### config.mk
export PLATFORM = sky130hd
export DESIGN_NAME = oflow_mem_read_sequencer
export DESIGN_NICKNAME = d
export VERILOG_FILES = /design/src/rtl/oflow_mem_read_sequencer.sv
export SDC_FILE = /design/constraint.sdc
export NUM_CORES = 1
export LEC_CHECK = 0
export ABC_AREA = 0
export ABC_CLOCK_PERIOD_IN_PS = 4350
export CAP_MARGIN = 20
export CORE_ASPECT_RATIO = 1.4
export CORE_MARGIN = 2
export CORE_UTILIZATION = 58
export CTS_BUF_LIST = sky130_fd_sc_hd__clkbuf_4 sky130_fd_sc_hd__clkbuf_8
export DETAILED_ROUTE_END_ITERATION = 8
export GPL_TIMING_DRIVEN = 1
export PLACE_DENSITY = 0.86
export SYNTH_ARGS = -nofsm -noshare
export SYNTH_HDL_FRONTEND = slang
export SYNTH_SLANG_ARGS = --single-unit
### constraint.sdc
create_clock -name clk -period 4.35 [get_ports clk]
set_clock_uncertainty 0.05 [all_clocks]
set_input_delay 0.87 -clock clk [delete_from_list [all_inputs] [get_ports clk]]
set_output_delay 0.87 -clock clk [all_outputs]
set_load 0.005 [all_outputs]
### src/rtl/oflow_mem_read_sequencer.sv
// Read sequencer for the optical-flow history buffer: issues line reads, re-times the
// returning data through a small FWFT line buffer and tags each line with frame/bbox indices.
//
// state | meaning
// IDLE  | waiting for start, buffer in write mode
// ISSUE | issuing read requests while buffer space allows
// DRAIN | all requests issued, waiting for the last line to be consumed
// DONE  | one-cycle completion pulse
module oflow_mem_read_sequencer #(
    parameter int DATA_WIDTH                  = 64,
    parameter int NUM_OF_HISTORY_FRAMES_WIDTH = 3,
    parameter int NUM_OF_BBOX_IN_FRAME_WIDTH  = 6,
    parameter int READ_LATENCY                = 2,
    parameter int FIFO_DEPTH                  = 4
) (
    input  logic                                   clk,
    input  logic                                   reset_N,
    input  logic                                   start,
    input  logic                                   abort,
    input  logic [NUM_OF_HISTORY_FRAMES_WIDTH-1:0] num_of_history_frames,
    input  logic [NUM_OF_BBOX_IN_FRAME_WIDTH-1:0]  num_of_bbox_in_frame,
    input  logic [DATA_WIDTH-1:0]                  mem_data_0,
    output logic                                   rnw_st,
    output logic                                   start_read,
    output logic                                   read_new_line,
    output logic [DATA_WIDTH-1:0]                  line_data,
    output logic                                   line_valid,
    input  logic                                   line_ready,
    output logic [NUM_OF_HISTORY_FRAMES_WIDTH-1:0] line_frame_idx,
    output logic [NUM_OF_BBOX_IN_FRAME_WIDTH-1:0]  line_bbox_idx,
    output logic                                   line_last,
    output logic                                   done
);

    localparam int FW = NUM_OF_HISTORY_FRAMES_WIDTH;
    localparam int BW = NUM_OF_BBOX_IN_FRAME_WIDTH;
    localparam int TW = FW + BW;
    localparam int AW = (FIFO_DEPTH > 1) ? $clog2(FIFO_DEPTH) : 1;
    localparam int CW = AW + 1;
    localparam logic [CW:0] DEPTH_W = (CW+1)'(FIFO_DEPTH);

    typedef enum logic [1:0] {ST_IDLE, ST_ISSUE, ST_DRAIN, ST_DONE} state_t;

    state_t                  r_state;
    logic                    r_rnw;
    logic                    r_start_read;
    logic                    r_read_new_line;
    logic                    r_done;
    logic [TW-1:0]           r_total;
    logic [TW-1:0]           r_issued;
    logic [TW-1:0]           r_popped;
    logic [BW-1:0]           r_bbox;
    logic [FW-1:0]           r_frame_idx;
    logic [BW-1:0]           r_bbox_idx;
    logic [READ_LATENCY-1:0] r_pipe;
    logic [CW-1:0]           r_inflight;
    logic [CW-1:0]           r_count;
    logic [AW-1:0]           r_wr_ptr;
    logic [AW-1:0]           r_rd_ptr;
    logic [DATA_WIDTH-1:0]   r_mem [FIFO_DEPTH];

    logic          w_valid;
    logic          w_pop;
    logic          w_push;
    logic          w_req;
    logic          w_issue;
    logic          w_last_pop;
    logic          w_drain_done;
    logic [CW:0]   w_occ;
    logic [TW-1:0] w_total;
    logic [TW-1:0] w_total_m1;

    assign w_total      = TW'(num_of_history_frames) * TW'(num_of_bbox_in_frame);
    assign w_total_m1   = r_total - TW'(1);
    assign w_valid      = (r_count != '0);
    assign w_pop        = w_valid && line_ready;
    assign w_push       = r_pipe[READ_LATENCY-1];
    assign w_req        = r_start_read | r_read_new_line;
    // inflight already counts the request being registered this cycle, so the
    // occupancy bound can never be overrun by data still in the read pipeline
    assign w_occ        = {1'b0, r_count} + {1'b0, r_inflight};
    assign w_issue      = (r_state == ST_ISSUE) && (r_issued < r_total) && (w_occ < DEPTH_W);
    assign w_last_pop   = w_pop && (r_popped == w_total_m1);
    assign w_drain_done = (r_inflight == '0) && (w_last_pop || (r_popped == r_total));

    assign rnw_st         = r_rnw;
    assign start_read     = r_start_read;
    assign read_new_line  = r_read_new_line;
    assign done           = r_done;
    assign line_valid     = w_valid;
    assign line_data      = w_valid ? r_mem[r_rd_ptr] : '0;
    assign line_frame_idx = r_frame_idx;
    assign line_bbox_idx  = r_bbox_idx;
    assign line_last      = w_valid && (r_popped == w_total_m1);

    always_ff @(posedge clk) begin
        if (w_push) begin
            r_mem[r_wr_ptr] <= mem_data_0;
        end
    end

    always_ff @(posedge clk) begin
        if (!reset_N || abort) begin
            r_state         <= ST_IDLE;
            r_rnw           <= 1'b0;
            r_start_read    <= 1'b0;
            r_read_new_line <= 1'b0;
            r_done          <= 1'b0;
            r_total         <= '0;
            r_issued        <= '0;
            r_popped        <= '0;
            r_bbox          <= '0;
            r_frame_idx     <= '0;
            r_bbox_idx      <= '0;
            r_pipe          <= '0;
            r_inflight      <= '0;
            r_count         <= '0;
            r_wr_ptr        <= '0;
            r_rd_ptr        <= '0;
        end else begin
            r_start_read    <= 1'b0;
            r_read_new_line <= 1'b0;
            r_done          <= 1'b0;

            r_pipe[0] <= w_req;
            for (int i = 1; i < READ_LATENCY; i++) begin
                r_pipe[i] <= r_pipe[i-1];
            end

            case ({w_issue, w_push})
                2'b10:   r_inflight <= r_inflight + CW'(1);
                2'b01:   r_inflight <= r_inflight - CW'(1);
                default: r_inflight <= r_inflight;
            endcase

            case ({w_push, w_pop})
                2'b10:   r_count <= r_count + CW'(1);
                2'b01:   r_count <= r_count - CW'(1);
                default: r_count <= r_count;
            endcase

            if (w_push) begin
                r_wr_ptr <= r_wr_ptr + AW'(1);
            end

            if (w_pop) begin
                r_rd_ptr <= r_rd_ptr + AW'(1);
                r_popped <= r_popped + TW'(1);
                if (r_bbox_idx == r_bbox - BW'(1)) begin
                    r_bbox_idx  <= '0;
                    r_frame_idx <= r_frame_idx + FW'(1);
                end else begin
                    r_bbox_idx  <= r_bbox_idx + BW'(1);
                end
            end

            case (r_state)
                ST_IDLE: begin
                    if (start) begin
                        r_total     <= w_total;
                        r_bbox      <= num_of_bbox_in_frame;
                        r_issued    <= '0;
                        r_popped    <= '0;
                        r_frame_idx <= '0;
                        r_bbox_idx  <= '0;
                        r_rnw       <= 1'b1;
                        if (w_total == '0) begin
                            r_state <= ST_DONE;
                            r_done  <= 1'b1;
                        end else begin
                            r_state <= ST_ISSUE;
                        end
                    end
                end
                ST_ISSUE: begin
                    if (w_issue) begin
                        r_issued        <= r_issued + TW'(1);
                        r_start_read    <= (r_issued == '0);
                        r_read_new_line <= (r_issued != '0);
                        if (r_issued == w_total_m1) begin
                            r_state <= ST_DRAIN;
                        end
                    end
                end
                ST_DRAIN: begin
                    if (w_drain_done) begin
                        r_state <= ST_DONE;
                        r_done  <= 1'b1;
                    end
                end
                ST_DONE: begin
                    r_state <= ST_IDLE;
                    r_rnw   <= 1'b0;
                end
                default: begin
                    r_state <= ST_IDLE;
                    r_rnw   <= 1'b0;
                end
            endcase
        end
    end

endmodule

; ---- Yosys cells after proc, flatten, opt, wreduce, memory -nomap -nowiden
; Memories as Yosys holds them, arrays and structs flattened. A register that Yosys moved wholly into a read port is not among the register bits.
; Cells that the tools add are included.
[totals]
regBits = 60
ram_bits = 256
in_bits = 78
wordCells = 108
mem_count = 1
[memory_table]
columns = memory, depth, width, rd, rd_clocked_by_memory_dff, write_ports, line_no
row1 = r_mem, 4, 64, 1, 1, 1, 60  ; logic [DATA_WIDTH-1:0] r_mem [FIFO_DEPTH];
[op_classes]
addsub = 13
n_mul = 1
magnitude_cmp = 2
n_eq_ne = 15
muxes = 33
bitwise_logic = 3
n_reduce_logical = 24
[ops]
columns = op, count
row1 = $mux W64, 1
row2 = $mux W9, 5
row3 = $eq A9 B9 Y1, 3
row4 = $mux W6, 4
row5 = $add A9 B1 Y9 const B, 2
row6 = $logic_not A9 Y1, 2
row7 = $pmux W9 S2, 1
row8 = $mux W2, 7
row9 = $mux W3, 4
row10 = $pmux W3 S2, 2
row11 = $add A3 B1 Y3 const B, 3
row12 = $lt A9 B9 Y1, 1
row13 = $mul A3 B6 Y9, 1
row14 = $reduce_bool A9 Y1, 1
row15 = $sub A9 B1 Y9 const B, 1
row16 = $eq A2 B2 Y1 const B, 4
row17 = $pmux W2 S4, 1
row18 = $reduce_bool A2 Y1, 4
row19 = $add A6 B1 Y6 const B, 1
row20 = $eq A2 B1 Y1 const B, 3
row21 = $eq A6 B6 Y1, 1
row22 = $logic_and A1 B1 Y1, 6
row23 = $mux W1, 6
row24 = $ne A2 B2 Y1 const B, 3
row25 = 18 further kinds, 24

; ---- Logic depth before layout (Yosys ltp)
[depth]
ltp_word = 7
mapped_depth = 14
ltp_nobuf = 13

; ---- Least setup slack after synthesis
; OpenSTA, ideal clock, no wires.
[synth_path]
path_type = input to register
start = input num_of_history_frames[2]
end = register r_done, in the netlist done
setup_time_ns = 0.087
arrival_ns = 3.518
required_time_ns = 4.213
slack_ns = 0.695
cell_stages = 11
cell_sequence = and2_1 fa_1 ha_1 inv_1 fa_1 nor2b_1 o31a_1 a21oi_1 or4b_2 or3_1 o31ai_1
[synth_via]
elab_chain_len = 5
[synth_rtl]
columns = element, line_no
row1 = start: declaration, 20  ; input logic [NUM_OF_HISTORY_FRAMES_WIDTH-1:0] num_of_history_frames,
row2 = $mul A3 B6 Y9, 73  ; assign w_total = TW'(num_of_history_frames) * TW'(num_of_bbox_in_frame);
row3 = $logic_not A9 Y1, 167  ; if (w_total == '0) begin
row4 = $mux W1, 167
row5 = $mux W1, 159  ; if (start) begin
row6 = $pmux W1 S2, 157  ; case (r_state)
row7 = end signal: assignment, 123  ; r_done <= 1'b0;
row8 = end signal: assignment, 169  ; r_done <= 1'b1;
row9 = end signal: assignment, 188  ; r_done <= 1'b1;
row10 = end: declaration, 48  ; logic r_done;
; Every way passes these cells.
; A chain may end at the register's enable or synchronous reset.

; ---- Final worst setup path
[layout_path]
start = register r_total[0]
end = output line_last
[layout_via]
elab_chain_len = 3
[layout_rtl]
columns = element, line_no
row1 = start: declaration, 49  ; logic [TW-1:0] r_total;
row2 = start signal: assignment, 160  ; r_total <= w_total;
row3 = $sub A9 B1 Y9, 74  ; assign w_total_m1 = r_total - TW'(1);
row4 = $eq A9 B9 Y1, 94  ; assign line_last = w_valid && (r_popped == w_total_m1);
row5 = $logic_and A1 B1 Y1, 94
row6 = end: declaration, 31  ; output logic line_last,
; Every way passes these cells.

==> flow_metrics.py <==
metrics = {
    "logic_synthesis": {
        "synth.largest_area_cell": "edfxtp_1",
        "synth.area.top_cells": "edfxtp_1 57%, mux4_2 11%, dfxtp_1 9.1%",
        "synth.avg_cell_area_um2": 15.5,
        "synthFlopType": "edfxtp_1",
        "synth-async-reset-ratio_pct": 0,
        "yosys_warnings": 0,
        "synthCells": 879,
        "ys_ff_latch": 318,
        "synth_cell_types": 56,
        "synth_nets": 1000,
        "syn_area_mm2": 0.0136,
        "synth-edff-count": 256,
        "synth_top_area_share_pct": 56.6,
        "synth_seq_area_share_pct": 65.7,
    },
    "pwr": {
        "pwr-share-clk_pct": 38.7,
        "peakVddDrop_mv": 0.345,
        "power_frac_comb_pct": 5.0,
        "intPower_mw": 4.61,
        "power_density_mw_per_mm2": 356,
        "pwr-share-seq_pct": 56.3,
        "p_switching_mw": 1.25,
        "p_total_mw": 5.86,
        "switching_share_pct": 21.4,
        "p_leak_nw": 5.49,
    },
    "grt": {
        "track_usage_pct": 23.1,
        "grt_pass1_vias": 8513,
        "antenna_found_initial": 0,
        "grt_overflow": 0,
        "grt_pass1_wl_um": 44100,
        "grt_max_degree": 65,
    },
    "setup_path": {
        "crit_family": "simple AND/OR/NAND/NOR gates",
        "critPathCapture": "line_last",
        "r2r-start": "r_total[4]",
        "critPathMaxFanout": 5,
        "reg2reg_setup_slack_ns": 1.35,
        "critPathSlowestCell": "clkdlybuf4s50_1",
        "timing.rr.end": "r_inflight[2]",
        "cp-startpoint": "r_total[0]",
        "arrival_ns": 3.18,
        "path_cells": "inv_1 > ha_1 > nor3b_4 > and3_1 > or4b_1 > o211a_2 > nor3b_1 > clkdlybuf4s50_1",
        "critical_path_required_ns": 3.43,
        "rr_worst_depth": 13,
        "worst-path-stages": 8,
        "critPathCaptureType": "output port",
        "max_stage_delay_ns": 0.54,
        "crit_type": "reg2out",
        "cp_num_buf_inv": 2,
        "worstSetupStartpointType": "register",
    },
    "floorplanning": {
        "rows": 66,
        "die_area_mm2": 0.0247,
        "start_util_pct": 58.8,
        "fp.dieH_um": 185,
        "die_x_um": 133,
        "io_pins": 157,
        "core_mm2": 0.0231,
    },
    "final_layout": {
        "antennaDiodeCount": 0,
        "area_delta_synth_final_pct": 21.1,
        "nets": 1183,
        "final_core_util_pct": 71.2,
        "drive_gt1_share_pct": 15.8,
    },
    "status": {
        "outcome": "finished clean",
    },
    "placement": {
        "port_buffers": 156,
        "gp_congestion": 0.876,
        "dpl.hpwl_um": 18300,
    },
    "clock_tree": {
        "cts.sinks": 318,
        "clk_pin_slew_ns": 0.06,
        "cts_tree": "done",
        "cts_buffers": 45,
        "root_buffer": "clkbuf_8",
        "h-tree-depth": 2,
        "clk_path_buf_depth": 3,
        "holdBufCountCts": 0,
        "clk_latency_ns": 0.54,
    },
    "timing": {
        "worst_pin_slew_ns": 0.834,
        "finalCritPeriodShare_pct": 94.2,
        "slew_headroom_pct": 44.2,
        "slew_viol_final": 0,
        "fmax_mhz": 244,
        "period_minus_slack_ns": 4.10,
        "rsz0062_at_grt": "no",
        "fin_setup_tns_ns": 0,
        "final-setup-viol-count": 0,
        "hold_viol_final": 0,
    },
    "drt": {
        "routed_wl_um": 27900,
        "drc": 0,
        "wl_per_cell_um": 19.9,
        "drtIter0Drc": 466,
        "ant_nets": 0,
        "num_vias": 7935,
        "dr.pass1.iters": 4,
        "vias_per_cell": 5.65,
    },
    "run": {
        "maxCapViolCount": 0,
    },
    "hold_path": {
        "hp-class": "reg2reg",
    },
}
-- Yosys cell counts (2+ instances only) --
| cell type | count |
|---|---|
| edfxtp_1 | 256 |
| nand2b_1 | 5 |
| a211oi_1 | 3 |
| inv_1 | 36 |
| xor2_1 | 29 |
| o31a_1 | 3 |
| nor2b_1 | 5 |
| nor4b_1 | 3 |
| nand4_1 | 9 |
| fa_1 | 7 |
| a22o_1 | 4 |
| ha_1 | 36 |
| mux4_2 | 64 |
| o31ai_1 | 2 |
| mux2_2 | 2 |
| o21ai_0 | 20 |
| buf_1 | 6 |
| or3_1 | 7 |
| o21a_1 | 2 |
| and2_1 | 78 |
| nor3b_1 | 2 |
| dfxtp_1 | 62 |
| a21oi_1 | 16 |
| nand3_1 | 11 |
| nor4_1 | 8 |
| nand2_1 | 44 |
| o22ai_1 | 3 |
| mux2i_1 | 3 |
| nor2_1 | 50 |
| clkbuf_1 | 30 |
| and3_1 | 3 |
| xnor2_1 | 38 |
| nor3_1 | 9 |
-- cell families (layout without fill, tap and decap cells) --
logic type	count (synthesis)	count (layout)	share of synthesized area, %
flops	318	318	65.7
simple gates	243	243	9.55
compound gates	66	66	3.07
xor+xnor	67	67	4.32
fa+ha+maj	43	43	4.34
buf+inv	73	293	2.04
mux	69	69	11.0
-- through the flow --
step,instances,cell area [µm²],hold slack (ns),setup WS [ns]
final,1405,16500,0.385,0.252
after detailed placement,1321,15600,0.371,0.00411
after global routing,1405,16500,0.399,0.00205
after floorplan,879,13600,0.356,0.695
after CTS,1405,16400,0.387,0.163
after global placement,1321,15600,0.361,0.0226
-- layer usage --
layer,vias up,part of all wire [%],global-route usage [%]
met5,-,0,0
met4,0,3.4,9.15
met3,61,6.9,5.69
met2,256,52,39.8
met1,3964,38,28.2
li1,3654,-,-
-- placed cells by master (no fill, tap or decap), types with 4 or more instances in the layout --
master           instances
fa_1                     7
clkdlybuf4s50_1        156
clkinv_1                 7
clkbuf_8                46
nor3_1                   9
xor2_1                  29
nand2b_1                 5
xnor2_1                 38
nor4_1                   8
mux4_2                  64
nand2_1                 44
or3_1                    6
inv_1                   36
and2_4                   4
dfxtp_1                 60
a22o_1                   4
nor2_1                  50
nor2b_1                  5
and2_1                  74
buf_4                   15
clkinv_2                15
nand3_1                 11
edfxtp_1               256
clkbuf_4                13
o21ai_0                 20
ha_1                    36
nand4_1                  9
a21oi_1                 16
-- power by group through the flow --
stage / registers (mW) / clock network [mW] / logic (mW)
floorplan: 3.36 / 0 / 0.157
global placement: 3.36 / 0 / 0.283
detailed placement: 3.36 / 0 / 0.292
CTS: 3.30 / 2.33 / 0.294
global route: 3.30 / 2.45 / 0.327
finish: 3.30 / 2.27 / 0.295
-- sequential cells by signal, indices dropped and copies added (netlist names), named ones only --
name            flops
done                1
line_bbox_idx       6
line_frame_idx      3
r_bbox              6
r_count             3
r_inflight          3
r_issued            9
r_mem             256
r_pipe              2
r_popped            9
r_rd_ptr            2
r_state             2
r_total             9
r_wr_ptr            2
read_new_line       1
rnw_st              1
start_read          1
-- final cells by class --
type                       instances  area, µm²
clock inverter                    25        151
inverter                          36        135
fill                            1528       6670
timing repair buffer             173       1710
sequential                       318       8940
clock buffer                      59        731
multi-input combinational        488       4400
tap                              306        383
-- worst min-delay path by stage --
stage | start | slack [ns] | depth (start not counted) | end
floorplan | r_pipe[0] | 0.36 | 1 | r_pipe[1]
global placement | r_pipe[0] | 0.36 | 1 | r_pipe[1]
detailed placement | r_pipe[0] | 0.37 | 1 | r_pipe[1]
CTS | r_pipe[0] | 0.39 | 1 | r_pipe[1]
global route | r_pipe[0] | 0.40 | 1 | r_pipe[1]
finish | r_pipe[0] | 0.38 | 1 | r_pipe[1]
-- what timing repair did --
action | CTS | global route
buffers inserted | 0 | 0
gates resized for setup | 0 | 1
hold endpoints to repair | 0 | 0
endpoints found under the setup margin | 0 | 1
No activity file was read; power rests on OpenSTA's default activity.
